## config.mk

```make
export PLATFORM = sky130hd
export DESIGN_NAME = lvds_align_ctrl
export DESIGN_NICKNAME = d
export VERILOG_FILES = /design/src/rtl/lvds_align_pkg.sv /design/src/rtl/lvds_pattern_check.sv /design/src/rtl/lvds_align_ctrl.sv
export SDC_FILE = /design/constraint.sdc
export NUM_CORES = 1
export LEC_CHECK = 0
export ABC_AREA = 1
export BUFFER_PORTS_ARGS = -buffer_cell sky130_fd_sc_hd__buf_2
export CAP_MARGIN = 20
export CORE_ASPECT_RATIO = 0.75
export CORE_MARGIN = 3
export CORE_UTILIZATION = 45
export DETAILED_ROUTE_END_ITERATION = 8
export PLACE_DENSITY = 0.69
export SYNTH_ARGS = -nofsm -noshare
export SYNTH_HDL_FRONTEND = slang
export SYNTH_SLANG_ARGS = --single-unit
```

## constraint.sdc

```tcl
create_clock -name clk -period 2.29 [get_ports clk]
set_clock_uncertainty 0.1 [all_clocks]
set_input_delay 0.229 -clock clk [delete_from_list [all_inputs] [get_ports clk]]
set_output_delay 0.229 -clock clk [all_outputs]
set_load 0.05 [all_outputs]
```

## src/rtl/lvds_align_pkg.sv

```systemverilog
// rtl/lvds_align_pkg.sv - shared state encoding, defaults and helpers for LVDS link training
package lvds_align_pkg;

  typedef enum logic [2:0] {
    IDLE     = 3'd0,
    TRAIN    = 3'd1,
    SLIP     = 3'd2,
    SLIPWAIT = 3'd3,
    ALIGNED  = 3'd4,
    FAIL     = 3'd5
  } align_state_t;

  localparam logic [7:0] DEFAULT_TRAIN_PAT = 8'hF1;

  // Bits needed to hold every value 0..max_val.
  function automatic int cnt_width(input int max_val);
    return (max_val < 2) ? 1 : $clog2(max_val + 1);
  endfunction

endpackage

```

## src/rtl/lvds_pattern_check.sv

```systemverilog
// rtl/lvds_pattern_check.sv - training word comparator with consecutive-match counter
module lvds_pattern_check
  import lvds_align_pkg::*;
#(
  parameter int                WORD_W    = 8,
  parameter logic [WORD_W-1:0] PATTERN   = WORD_W'(DEFAULT_TRAIN_PAT),
  parameter int                CHECK_LEN = 16
) (
  input  logic              clk,
  input  logic              rst_n,
  input  logic              clear,
  input  logic [WORD_W-1:0] rx_data,
  output logic              match,
  output logic              done
);

  localparam int CW = cnt_width(CHECK_LEN);

  logic [CW-1:0] match_cnt;

  assign match = (rx_data == PATTERN);
  assign done  = (match_cnt == CW'(CHECK_LEN));

  // Any mismatch restarts the run; the count parks at CHECK_LEN.
  always_ff @(posedge clk) begin
    if (!rst_n || clear) begin
      match_cnt <= '0;
    end else if (!match) begin
      match_cnt <= '0;
    end else if (!done) begin
      match_cnt <= match_cnt + 1'b1;
    end
  end

endmodule

```

## src/rtl/lvds_align_ctrl.sv

```systemverilog
// rtl/lvds_align_ctrl.sv - LVDS serdes link-training controller: lock filter, bitslip FSM, data handoff
module lvds_align_ctrl
  import lvds_align_pkg::*;
#(
  parameter int                WORD_W      = 8,
  parameter logic [WORD_W-1:0] TRAIN_PAT   = WORD_W'(DEFAULT_TRAIN_PAT),
  parameter int                LOCK_STABLE = 64,
  parameter int                CHECK_LEN   = 16,
  parameter int                SLIP_HOLD   = 2,
  parameter int                SLIP_WAIT   = 8,
  parameter int                MAX_SLIPS   = 16
) (
  input  logic              clk,
  input  logic              rst_n,
  input  logic              tx_locked,
  input  logic              rx_locked,
  input  logic [WORD_W-1:0] rx_data,
  input  logic [WORD_W-1:0] user_tx_data,
  input  logic              retrain,
  output logic [WORD_W-1:0] tx_data,
  output logic              rx_data_align,
  output logic              link_up,
  output logic              link_fail,
  output logic [WORD_W-1:0] rx_user_data,
  output logic              rx_user_valid,
  output logic [4:0]        slip_count,
  output logic [2:0]        state_o
);

  localparam int LOCK_W = cnt_width(LOCK_STABLE - 1);
  localparam int TMR_W  = cnt_width((SLIP_HOLD > SLIP_WAIT) ? SLIP_HOLD : SLIP_WAIT);

  align_state_t      state, next_state;
  logic [LOCK_W-1:0] lock_cnt;
  logic [TMR_W-1:0]  tmr;
  logic              locks_ok, lock_full, hold_done, wait_done;
  logic              match, done;

  logic [WORD_W-1:0] tx_data_d;
  logic              align_d, up_d, fail_d, valid_d;

  assign locks_ok  = tx_locked & rx_locked;
  assign lock_full = (lock_cnt == LOCK_W'(LOCK_STABLE - 1));
  assign hold_done = (tmr == TMR_W'(SLIP_HOLD - 1));
  assign wait_done = (tmr == TMR_W'(SLIP_WAIT - 1));
  assign state_o   = state;

  lvds_pattern_check #(
    .WORD_W    (WORD_W),
    .PATTERN   (TRAIN_PAT),
    .CHECK_LEN (CHECK_LEN)
  ) u_check (
    .clk     (clk),
    .rst_n   (rst_n),
    .clear   (state != TRAIN),
    .rx_data (rx_data),
    .match   (match),
    .done    (done)
  );

  always_ff @(posedge clk) begin
    if (!rst_n) begin
      state <= IDLE;
    end else begin
      state <= next_state;
    end
  end

  // Lock loss outranks retrain, and both outrank every normal transition.
  always_comb begin
    next_state = state;
    if (state != IDLE && (!locks_ok || retrain)) begin
      next_state = IDLE;
    end else begin
      case (state)
        IDLE:     if (locks_ok && lock_full) next_state = TRAIN;
        TRAIN: begin
          if (done) begin
            next_state = ALIGNED;
          end else if (!match) begin
            next_state = (slip_count == 5'(MAX_SLIPS)) ? FAIL : SLIP;
          end
        end
        SLIP:     if (hold_done) next_state = SLIPWAIT;
        SLIPWAIT: if (wait_done) next_state = TRAIN;
        ALIGNED:  next_state = ALIGNED;
        FAIL:     next_state = FAIL;
        default:  next_state = IDLE;
      endcase
    end
  end

  always_comb begin
    tx_data_d = (next_state == ALIGNED) ? user_tx_data : TRAIN_PAT;
    align_d   = (next_state == SLIP);
    up_d      = (next_state == ALIGNED);
    fail_d    = (next_state == FAIL);
    valid_d   = (state == ALIGNED) && (next_state == ALIGNED);
  end

  // Lock filter only runs in IDLE, so every return to IDLE restarts it.
  always_ff @(posedge clk) begin
    if (!rst_n || state != IDLE || !locks_ok) begin
      lock_cnt <= '0;
    end else if (!lock_full) begin
      lock_cnt <= lock_cnt + 1'b1;
    end
  end

  always_ff @(posedge clk) begin
    if (!rst_n || next_state != state) begin
      tmr <= '0;
    end else if (tmr != '1) begin
      tmr <= tmr + 1'b1;
    end
  end

  always_ff @(posedge clk) begin
    if (!rst_n) begin
      slip_count <= '0;
    end else if (state == IDLE && next_state == TRAIN) begin
      slip_count <= '0;
    end else if (state == TRAIN && next_state == SLIP && slip_count != '1) begin
      slip_count <= slip_count + 1'b1;
    end
  end

  always_ff @(posedge clk) begin
    if (!rst_n) begin
      tx_data       <= TRAIN_PAT;
      rx_data_align <= 1'b0;
      link_up       <= 1'b0;
      link_fail     <= 1'b0;
      rx_user_valid <= 1'b0;
      rx_user_data  <= '0;
    end else begin
      tx_data       <= tx_data_d;
      rx_data_align <= align_d;
      link_up       <= up_d;
      link_fail     <= fail_d;
      rx_user_valid <= valid_d;
      if (valid_d) begin
        rx_user_data <= rx_data;
      end
    end
  end

endmodule
```

==> impl_metrics.ini, run 1 <==
[synth]
yosysMostFrequentCell = nand2_1
synth_nets = 304
syn_avg_cell_area_um2 = 7.24
yosysWarnings = 0
synth_edf_count = 0
syn_inst = 275
ys_types = 25
ys.flop_type = dfxtp_1
synth_top_area_share_pct = 43.2
synth_area_mm2 = 0.00199
async_flop_share_pct = 0
synth_common_cells = nand2_1 (65), nor2_1 (50), dfxtp_1 (43), inv_1 (40), a21oi_1 (12)
synth_area_leaders = dfxtp_1 (43%), nand2_1 (12%), nor2_1 (9.4%)
ys_ff_latch = 43
yosysSeqAreaShare_pct = 43.2
yosysTopAreaCell = dfxtp_1

[clock_tree]
clockBufferDepth = 2
clockRootBuffer = clkbuf_8
insertion_delay_ns = 0.29
cts_tree = yes
cts.reportedPaths.clkPinSlew_ns = 0.08
numCtsBuffers = 5
cts-resized-gates = 0
cts.hold.buffers_added = 0
clock_sinks = 43
postCtsSetupBuffers = 0
htreeDepth = 2

[global_route]
grt_pass1_wl_um = 6530
gr-total-overflow = 0
grt_pass1_vias = 1468
grt_max_degree = 18
grt_usage_pct = 15.3
antenna_found_initial = 0

[setup_path]
critPathKind = flop to flop
crit_arrival_ns = 2.08
cp.required_ns = 2.37
start_kind = flop
path_max_fanout = 9
cp_top_family = simple AND/OR/NAND/NOR gates
crit_buf_inv = 1
cpPeakStageDelay_ns = 0.34
crit_path_end_kind = flop
path_cells = ha_1 > nand2_1 > inv_1 > nand2_1 > nor2_2 > nor2_2 > nand2_2 > nand2_2 > nand3_2 > or2_2
crit_slowest_cell = dfxtp_1

[power]
p_switching_mw = 0.276
clockPowerShare_pct = 42.4
p_comb_share_pct = 3.6
p_total_mw = 1.40
p_seq_share_pct = 54.0
ir_worst_vdd_mv = 0.486
power.density_mw_per_mm2 = 585
leakagePower_nw = 1.20
intPower_mw = 1.13
swShare_pct = 19.7

[final_layout]
n_antenna_cell = 0
multi_input_area_um2 = 953
syn2layout_area_growth_pct = 20.5
final_cells = 384
drive_above_1_share_pct = 23.1
regArea_um2 = 861
fillers = 393
final_nets = 357

[timing]
fin_crit_ns = 2.00
setup_violations = 0
drv_slew = 0
hold_viol_final = 0
post-route-period-util_pct = 87.5
slew_headroom_pct = 79.7
fmax_mhz = 499
rsz0062_at_grt = false
worstMarginPinSlew_ns = 0.301
fin_tns_setup_ns = 0

[routing]
vias = 1733
routed_wl_um = 3900
via_per_inst = 4.51
drtAntennaViolNets = 0
wl_per_cell_um = 10.2
drt_first_pass_iters = 4
drtIter0Drc = 118
drc = 0

[floorplan]
die_area_mm2 = 0.00527
io_pins = 49
die_x_um = 82.8
core_mm2 = 0.00415
die_height_um = 63.6
start_util_pct = 48.0
num_rows = 20

[run_status]
status = finished clean

[placement]
hpwl_um = 3010
portBuffers = 48
routabilityCongestion = 0.837
dp_cells = 376

[worst_hold_path]
hold_class = primary input to flop

[flow_run]
drv_cap = 0
[sequential cells by signal, indices dropped and copies added, names as in the netlist]
| register | count |
|---|---|
| state_o | 3 |
| tmr | 4 |
| tx_data | 8 |
| link_up | 1 |
| slip_count | 5 |
| rx_data_align | 1 |
| rx_user_valid | 1 |
| rx_user_data | 8 |
| link_fail | 1 |
| lock_cnt | 6 |
| u_check.match_cnt | 5 |
[layout by cell type (no fill, tap or decap), types with 2 or more instances in the layout]
master,instances
o21ai_0,7
ha_1,8
nor2_2,3
buf_2,48
nand2_4,2
nor2_1,50
nand2_1,65
clkinv_2,2
xor2_1,5
clkbuf_8,6
inv_1,40
nand3_2,2
or2_2,6
nand3_1,9
nor3_1,4
nand2_2,4
a21oi_1,12
dfxtp_1,43
nand4_1,6
[power by group through the flow]
stage / clock [mW] / combinational, mW / sequential (mW)
after CTS: 0.608 / 0.0506 / 0.758
after detailed placement: 0 / 0.0503 / 0.775
after global routing: 0.639 / 0.0577 / 0.758
final: 0.595 / 0.0504 / 0.758
after floorplan: 0 / 0.0267 / 0.774
after global placement: 0 / 0.0502 / 0.775
[layer usage]
layer  track usage (%)  routed length, um  up-vias
met5                 0                  0        -
met4              6.12                 56        0
met3              4.58                186        6
met2              23.4               1710       30
met1              20.1               1940      742
li1                  -                  -      955
[final cells by class]
class	count	share of cell area (%)
timing repair buffer	48	10.0
sequential	43	35.9
inverter	42	6.62
clock buffer	6	3.44
clock inverter	2	1.46
tap	55	2.87
multi-input combinational	188	39.7
[worst paths after layout]
path / start / to / slack (ns) / depth (start not counted)
setup / recovery: lock_cnt[0]$_SDFFE_PP0P_ / tx_data[0]$_SDFF_PN1_ / 0.29 / 10
hold / removal: user_tx_data[7] / tx_data[7]$_SDFF_PN1_ / 0.02 / 2
setup reg to reg: lock_cnt[0]$_SDFFE_PP0P_ / tx_data[0]$_SDFF_PN1_ / 0.29 / 10
hold reg to reg: lock_cnt[4]$_SDFFE_PP0P_ / lock_cnt[4]$_SDFFE_PP0P_ / 0.36 / 2
[logic make-up (layout without fill, tap and decap cells)]
logic type / Yosys count / after routing / synth area share, %
simple gates: 153 / 153 / 34.2
buf+inv: 44 / 98 / 8.92
flops: 43 / 43 / 43.2
compound gates: 21 / 21 / 5.97
fa+ha+maj: 8 / 8 / 5.03
xor+xnor: 6 / 6 / 2.64
[through the flow]
step	utilization, %	worst slack (ns)	instance area [um^2]	hold slack [ns]
finish	57.8	0.287	2400	0.0178
global route	57.8	0.136	2400	0.00925
CTS	57.8	0.289	2400	0.0130
detailed placement	54.9	0.308	2280	0.317
global placement	54.9	0.380	2280	0.317
floorplan	-	0.203	1990	0.236
[worst register-to-register path, delay by kind of cell (launching register included)]
kind | cells | cell delay [ns]
fa+ha+maj | 1 | 0.23
buf+inv | 1 | 0.08
flops | 1 | 0.34
simple gates | 8 | 1.15
Power figures use the tool's default switching activity.
==> run 2, diff against run 1 <==
--- a/config.mk
+++ b/config.mk
@@ -12,6 +12,7 @@
 export CORE_MARGIN = 3
 export CORE_UTILIZATION = 45
 export DETAILED_ROUTE_END_ITERATION = 8
+export HOLD_SLACK_MARGIN = 0.15
 export PLACE_DENSITY = 0.69
 export SYNTH_ARGS = -nofsm -noshare
 export SYNTH_HDL_FRONTEND = slang
==> run 2 against run 1 <==
Sequential power about the same. Global-route usage up 0.92 points. Setup slack worse by 0.12 ns. Non-clock buffer count up 16. Clock power about the same. Highest routed layer unchanged. Via count up 3.9%. Sequential share of layout area down 2.2 points. Die area unchanged. Final area up 6.7%. Largest power group unchanged.
==> impl_metrics.ini, run 2 (same netlist as run 1, synthesis figures left out) <==
[final_layout]
top_regs = rx_user_data: 8 flops, tx_data: 8 flops, lock_cnt: 6 flops
syn2layout_area_growth_pct = 28.5
n_antenna_cell = 0
final_core_util_pct = 61.6
drive_above_1_share_pct = 22.0
regArea_um2 = 861
final_cell_mix = nand2_1 (65), nor2_1 (50), buf_2 (48)
fillers = 378
design_area_mm2 = 0.00256
final_nets = 373
final_cells = 400
multi_input_area_um2 = 953
final_common_cell = nand2_1

[timing]
rsz0062_at_grt = false
hold_viol_final = 0
worst_slack_ns = 0.165
post-route-period-util_pct = 92.8
holdWs_ns = 0.165
fmax_mhz = 471
fin_tns_setup_ns = 0
worstMarginPinSlew_ns = 0.301
setup_violations = 0
drv_slew = 0
slew_headroom_pct = 79.7
fin_crit_ns = 2.13

[power]
swShare_pct = 19.7
power.density_mw_per_mm2 = 557
intPower_mw = 1.15
ir_worst_vdd_mv = 0.486
p_switching_mw = 0.281
p_total_mw = 1.43
clockPowerShare_pct = 41.8
p_seq_share_pct = 53.1
leakagePower_nw = 1.27
p_comb_share_pct = 5.1

[setup_path]
startpoint = rx_data[1]
r2r_cells = 10
cp.required_ns = 2.37
rrSetupSlack_ns = 0.28
crit_path_end_kind = flop
timing.rr.start = lock_cnt[0]$_SDFFE_PP0P_
path_max_fanout = 9
critPathKind = primary input to flop
start_kind = primary input
setup.worst_path.end = tx_data[0]$_SDFF_PN1_
crit_arrival_ns = 2.21
r2r-end = tx_data[0]$_SDFF_PN1_

[global_route]
grt_pass1_vias = 1551
grt_pass1_wl_um = 6910
grt_usage_pct = 16.2
antenna_found_initial = 0
gr-total-overflow = 0
grt_max_degree = 18

[clock_tree]
clockBufferDepth = 2
clockRootBuffer = clkbuf_8
clock_sinks = 43
cts.hold.buffers_added = 16
cts-resized-gates = 0
cts_tree = yes
postCtsSetupBuffers = 0
insertion_delay_ns = 0.29
htreeDepth = 2
cts.reportedPaths.clkPinSlew_ns = 0.08
numCtsBuffers = 5

[floorplan]
die_x_um = 82.8
die_height_um = 63.6
start_util_pct = 48.0
die_area_mm2 = 0.00527
core_mm2 = 0.00415
num_rows = 20
io_pins = 49

[routing]
drtAntennaViolNets = 0
vias = 1801
via_per_inst = 4.50
drt_first_pass_iters = 4
drtIter0Drc = 113
wl_per_cell_um = 10.4
routed_wl_um = 4160
drc = 0

[placement]
post-place-ws_ns = 0.308
dp_cells = 376
portBuffers = 48
place_area_mm2 = 0.00228
hpwl_um = 3010
routabilityCongestion = 0.837

[worst_hold_path]
hold_class = primary input to flop

[run_status]
status = finished clean

[flow_run]
drv_cap = 0
## run 2: changes by cell type in the layout (fill, tap and decap cells not counted)
cell / previous run / this run
dlygate4sd3_1: 0 / 16
## run 2: worst min path at each step
| stage | startpoint | to | slack, ns | cells after the start |
|---|---|---|---|---|
| after global routing | rst_n | rx_user_data[5]$_SDFFE_PN0P_ | 0.17 | 3 |
| after detailed placement | user_tx_data[7] | tx_data[7]$_SDFF_PN1_ | 0.32 | 2 |
| after global placement | user_tx_data[4] | tx_data[4]$_SDFF_PN1_ | 0.32 | 2 |
| final | rst_n | rx_user_data[3]$_SDFFE_PN0P_ | 0.17 | 3 |
| after floorplan | user_tx_data[0] | tx_data[0]$_SDFF_PN1_ | 0.24 | 1 |
| after CTS | rst_n | rx_user_data[3]$_SDFFE_PN0P_ | 0.16 | 3 |
## run 2: layout make-up
class                   instances  share of cell area, %
repair buffers                 64                   15.6
flip-flops and latches         43                   33.6
inverters                      42                   6.21
clock buffers                   6                   3.23
multi-input cells             188                   37.2
clock inverters                 2                   1.37
well taps                      55                   2.69
## run 2: power groups by stage
stage | sequential [mW] | combinational [mW] | clock, mW
2_1_floorplan | 0.774 | 0.0267 | 0
3_3_place_gp | 0.775 | 0.0502 | 0
3_5_place_dp | 0.775 | 0.0503 | 0
4_1_cts | 0.758 | 0.0713 | 0.608
5_1_grt | 0.758 | 0.0810 | 0.639
6_report | 0.758 | 0.0721 | 0.596
## run 2: routing by layer
metal / vias up / track usage (%) / part of all wire (%)
met1: 774 / 20.6 / 48
met4: 0 / 6.12 / 1.3
met3: 6 / 4.44 / 4.6
li1: 987 / - / -
met2: 34 / 26.1 / 46
met5: - / 0 / 0
## run 2: critical path, cell delays in order
cell	delay [ns]
dlygate4sd3_1	0.54
buf_2	0.13
inv_1	0.04
nand2_1	0.04
nor2_1	0.18
nand2_1	0.11
nand2_1	0.11
nand2_1	0.06
nand2_1	0.09
nand2_2	0.07
nand2_2	0.14
nand3_2	0.18
or2_2	0.31
==> run 3, diff against run 2 <==
--- a/config.mk
+++ b/config.mk
@@ -5,7 +5,7 @@
 export SDC_FILE = /design/constraint.sdc
 export NUM_CORES = 1
 export LEC_CHECK = 0
-export ABC_AREA = 1
+export ABC_AREA = 0
 export BUFFER_PORTS_ARGS = -buffer_cell sky130_fd_sc_hd__buf_2
 export CAP_MARGIN = 20
 export CORE_ASPECT_RATIO = 0.75
==> constraint.sdc (replaced) <==
create_clock -name clk -period 2.29 [get_ports clk]
set_clock_uncertainty 0.1 [all_clocks]
set_input_delay 0.229 -clock clk [delete_from_list [all_inputs] [get_ports clk]]
set_output_delay 0.229 -clock clk [all_outputs]
set_load 0.01 [all_outputs]
==> run 3 against run 2 <==
Final area is 2.6% lower. Synthesized cell count is 28% lower. Area after synthesis is 3.0% lower. Sequential power hardly changed. Combinational power is 7.9% higher. Core utilization is 2.7 points higher. Largest power group unchanged. Register-to-register slack worse by 0.15 ns. Critical path type unchanged. Final cell count is 20% lower. Die area is 2.8% lower. Non-clock buffer count is 5 higher.
==> impl_metrics.ini, run 3 <==
[setup_path]
start_kind = primary input
cp_top_family = simple AND/OR/NAND/NOR gates
critPathKind = primary input to flop
cp.required_ns = 2.41
r2r_cells = 7
path_max_fanout = 4
crit_slowest_cell = or4b_4
crit_path_end_kind = flop
r2r-end = tx_data[7]$_SDFF_PN1_
rrSetupSlack_ns = 0.13
cpPeakStageDelay_ns = 0.56
worstSetupPathDepth = 7
timing.rr.start = slip_count[0]$_SDFFE_PP0P_
path_cells = dlygate4sd3_1 > buf_2 > or4b_4 > or3_1 > a2bb2oi_2 > o211a_1 > nor3b_2
crit_arrival_ns = 2.36
crit_buf_inv = 2

[synth]
synth_edf_count = 0
ys_types = 46
synth_area_leaders = dfxtp_1 (45%), mux2i_1 (5.7%), nor2_1 (5.4%)
yosysSeqAreaShare_pct = 44.6
ys_ff_latch = 43
synth_common_cells = dfxtp_1 (43), nor2_1 (28), mux2i_1 (11), inv_1 (10), nand2_1 (10)
synth_nets = 226
yosysWarnings = 0
synth_top_area_share_pct = 44.6
ys.flop_type = dfxtp_1
yosysMostFrequentCell = dfxtp_1
syn_inst = 197
synth_area_mm2 = 0.00193
yosysTopAreaCell = dfxtp_1
syn_avg_cell_area_um2 = 9.81
async_flop_share_pct = 0

[global_route]
grt_pass1_wl_um = 6760
grt_pass1_vias = 1505
antenna_found_initial = 0
grt_max_degree = 14
gr-total-overflow = 0
grt_usage_pct = 16.8

[clock_tree]
clockBufferDepth = 2
cts.reportedPaths.clkPinSlew_ns = 0.09
numCtsBuffers = 5
insertion_delay_ns = 0.30
clockRootBuffer = clkbuf_8
cts_tree = yes
htreeDepth = 2
clock_sinks = 43

[worst_hold_path]
holdPathEnd = state_o[0]$_SDFF_PN0_
hold_class = primary input to flop
holdPathStages = 2
min_from = rst_n

[timing]
post-route-period-util_pct = 98.0
drv_slew = 0
hold_viol_final = 0
worstMarginPinSlew_ns = 0.565
fmax_mhz = 446
slew_headroom_pct = 61.8
fin_crit_ns = 2.24
rsz0062_at_grt = true
setup_violations = 0
holdWs_ns = 0.163

[final_layout]
syn2layout_area_growth_pct = 29.0
n_antenna_cell = 0
final_cells = 321
final_nets = 297
drive_above_1_share_pct = 25.3
final_core_util_pct = 64.3
final_common_cell = buf_2
top_regs = rx_user_data: 8 flops, tx_data: 8 flops, lock_cnt: 6 flops
final_cell_mix = buf_2 (48), dfxtp_1 (43), nor2_1 (28)

[routing]
via_per_inst = 5.03
drtIter0Drc = 71
vias = 1614
routed_wl_um = 4160
drtAntennaViolNets = 0
wl_per_cell_um = 13.0
drt_first_pass_iters = 4
drc = 0

[placement]
portBuffers = 48
hpwl_um = 2900
dp_cells = 296
routabilityCongestion = 0.812

[power]
leakagePower_nw = 1.12
power.density_mw_per_mm2 = 522
ir_worst_vdd_mv = 0.330

[floorplan]
num_rows = 19
die_x_um = 81.7
die_area_mm2 = 0.00512
core_mm2 = 0.00387
die_height_um = 62.7
io_pins = 49
start_util_pct = 49.9

[flow_run]
drv_cap = 0

[run_status]
status = finished clean
==> run 3: cell families (layout without fill, tap and decap cells) <==
kind of cell,after synthesis,after routing,share of synthesized area [%]
AO/OA/AOI/OAI,25,25,11.0
XOR/XNOR,9,9,4.08
adder cells (fa/ha/maj),8,8,5.18
buffers and inverters,15,87,3.76
flip-flops,43,43,44.6
multiplexers,11,11,5.70
AND/OR/NAND/NOR,86,86,25.7
==> run 3: how the worst max path moves through the flow <==
stage | start | end | slack (ns)
6_report | rx_data[1] | tmr[3]$_SDFFE_PP0P_ | 0.05
3_5_place_dp | slip_count[0]$_SDFFE_PP0P_ | tmr[3]$_SDFFE_PP0P_ | 0.12
5_1_grt | slip_count[0]$_SDFFE_PP0P_ | tx_data[6]$_SDFF_PN1_ | -0.04
3_3_place_gp | slip_count[0]$_SDFFE_PP0P_ | slip_count[2]$_SDFFE_PP0P_ | 0.19
2_1_floorplan | slip_count[0]$_SDFFE_PP0P_ | tmr[3]$_SDFFE_PP0P_ | 0.28
4_1_cts | rx_data[1] | tmr[3]$_SDFFE_PP0P_ | 0.06
==> run 3: layout make-up <==
type	instances	area, um^2
sequential	43	861
timing repair buffer	69	438
fill	326	1380
inverter	10	37.5
clock buffer	6	72.6
tap	52	65.1
multi-input combinational	139	1010
clock inverter	2	12.5
==> run 3: routing by layer <==
| metal | global-route usage [%] | part of all wire [%] | up-vias | wire length [um] |
|---|---|---|---|---|
| li1 | - | - | 827 | - |
| met1 | 23.2 | 48 | 714 | 2020 |
| met2 | 24.2 | 42 | 64 | 1730 |
| met3 | 4.61 | 8.3 | 9 | 346 |
| met4 | 7.68 | 1.6 | 0 | 68 |
| met5 | 0 | 0 | - | 0 |
==> run 3: timing repair <==
| item | in CTS | in global routing |
|---|---|---|
| resized for setup | 0 | 2 |
| hold endpoints to repair | 16 | 0 |
| hold buffers | 16 | 0 |
| buffers inserted | 0 | 1 |
| setup endpoints to repair | 0 | 12 |
==> run 3: through the flow <==
stage	setup TNS, ns	total power, mW	worst slack, ns	cell area [um^2]
floorplan	0	0.803	0.277	1930
global placement	0	0.833	0.193	2230
global route	-0.230	1.36	-0.0446	2490
CTS	0	1.31	0.0584	2480
finish	0	1.30	0.0465	2490
detailed placement	0	0.834	0.117	2230
==> run 3: where the power goes <==
part	internal [mW]	switching, mW	total [mW]
registers	0.752	0.00746	0.760
clock network	0.213	0.251	0.464
logic	0.0454	0.0324	0.0778
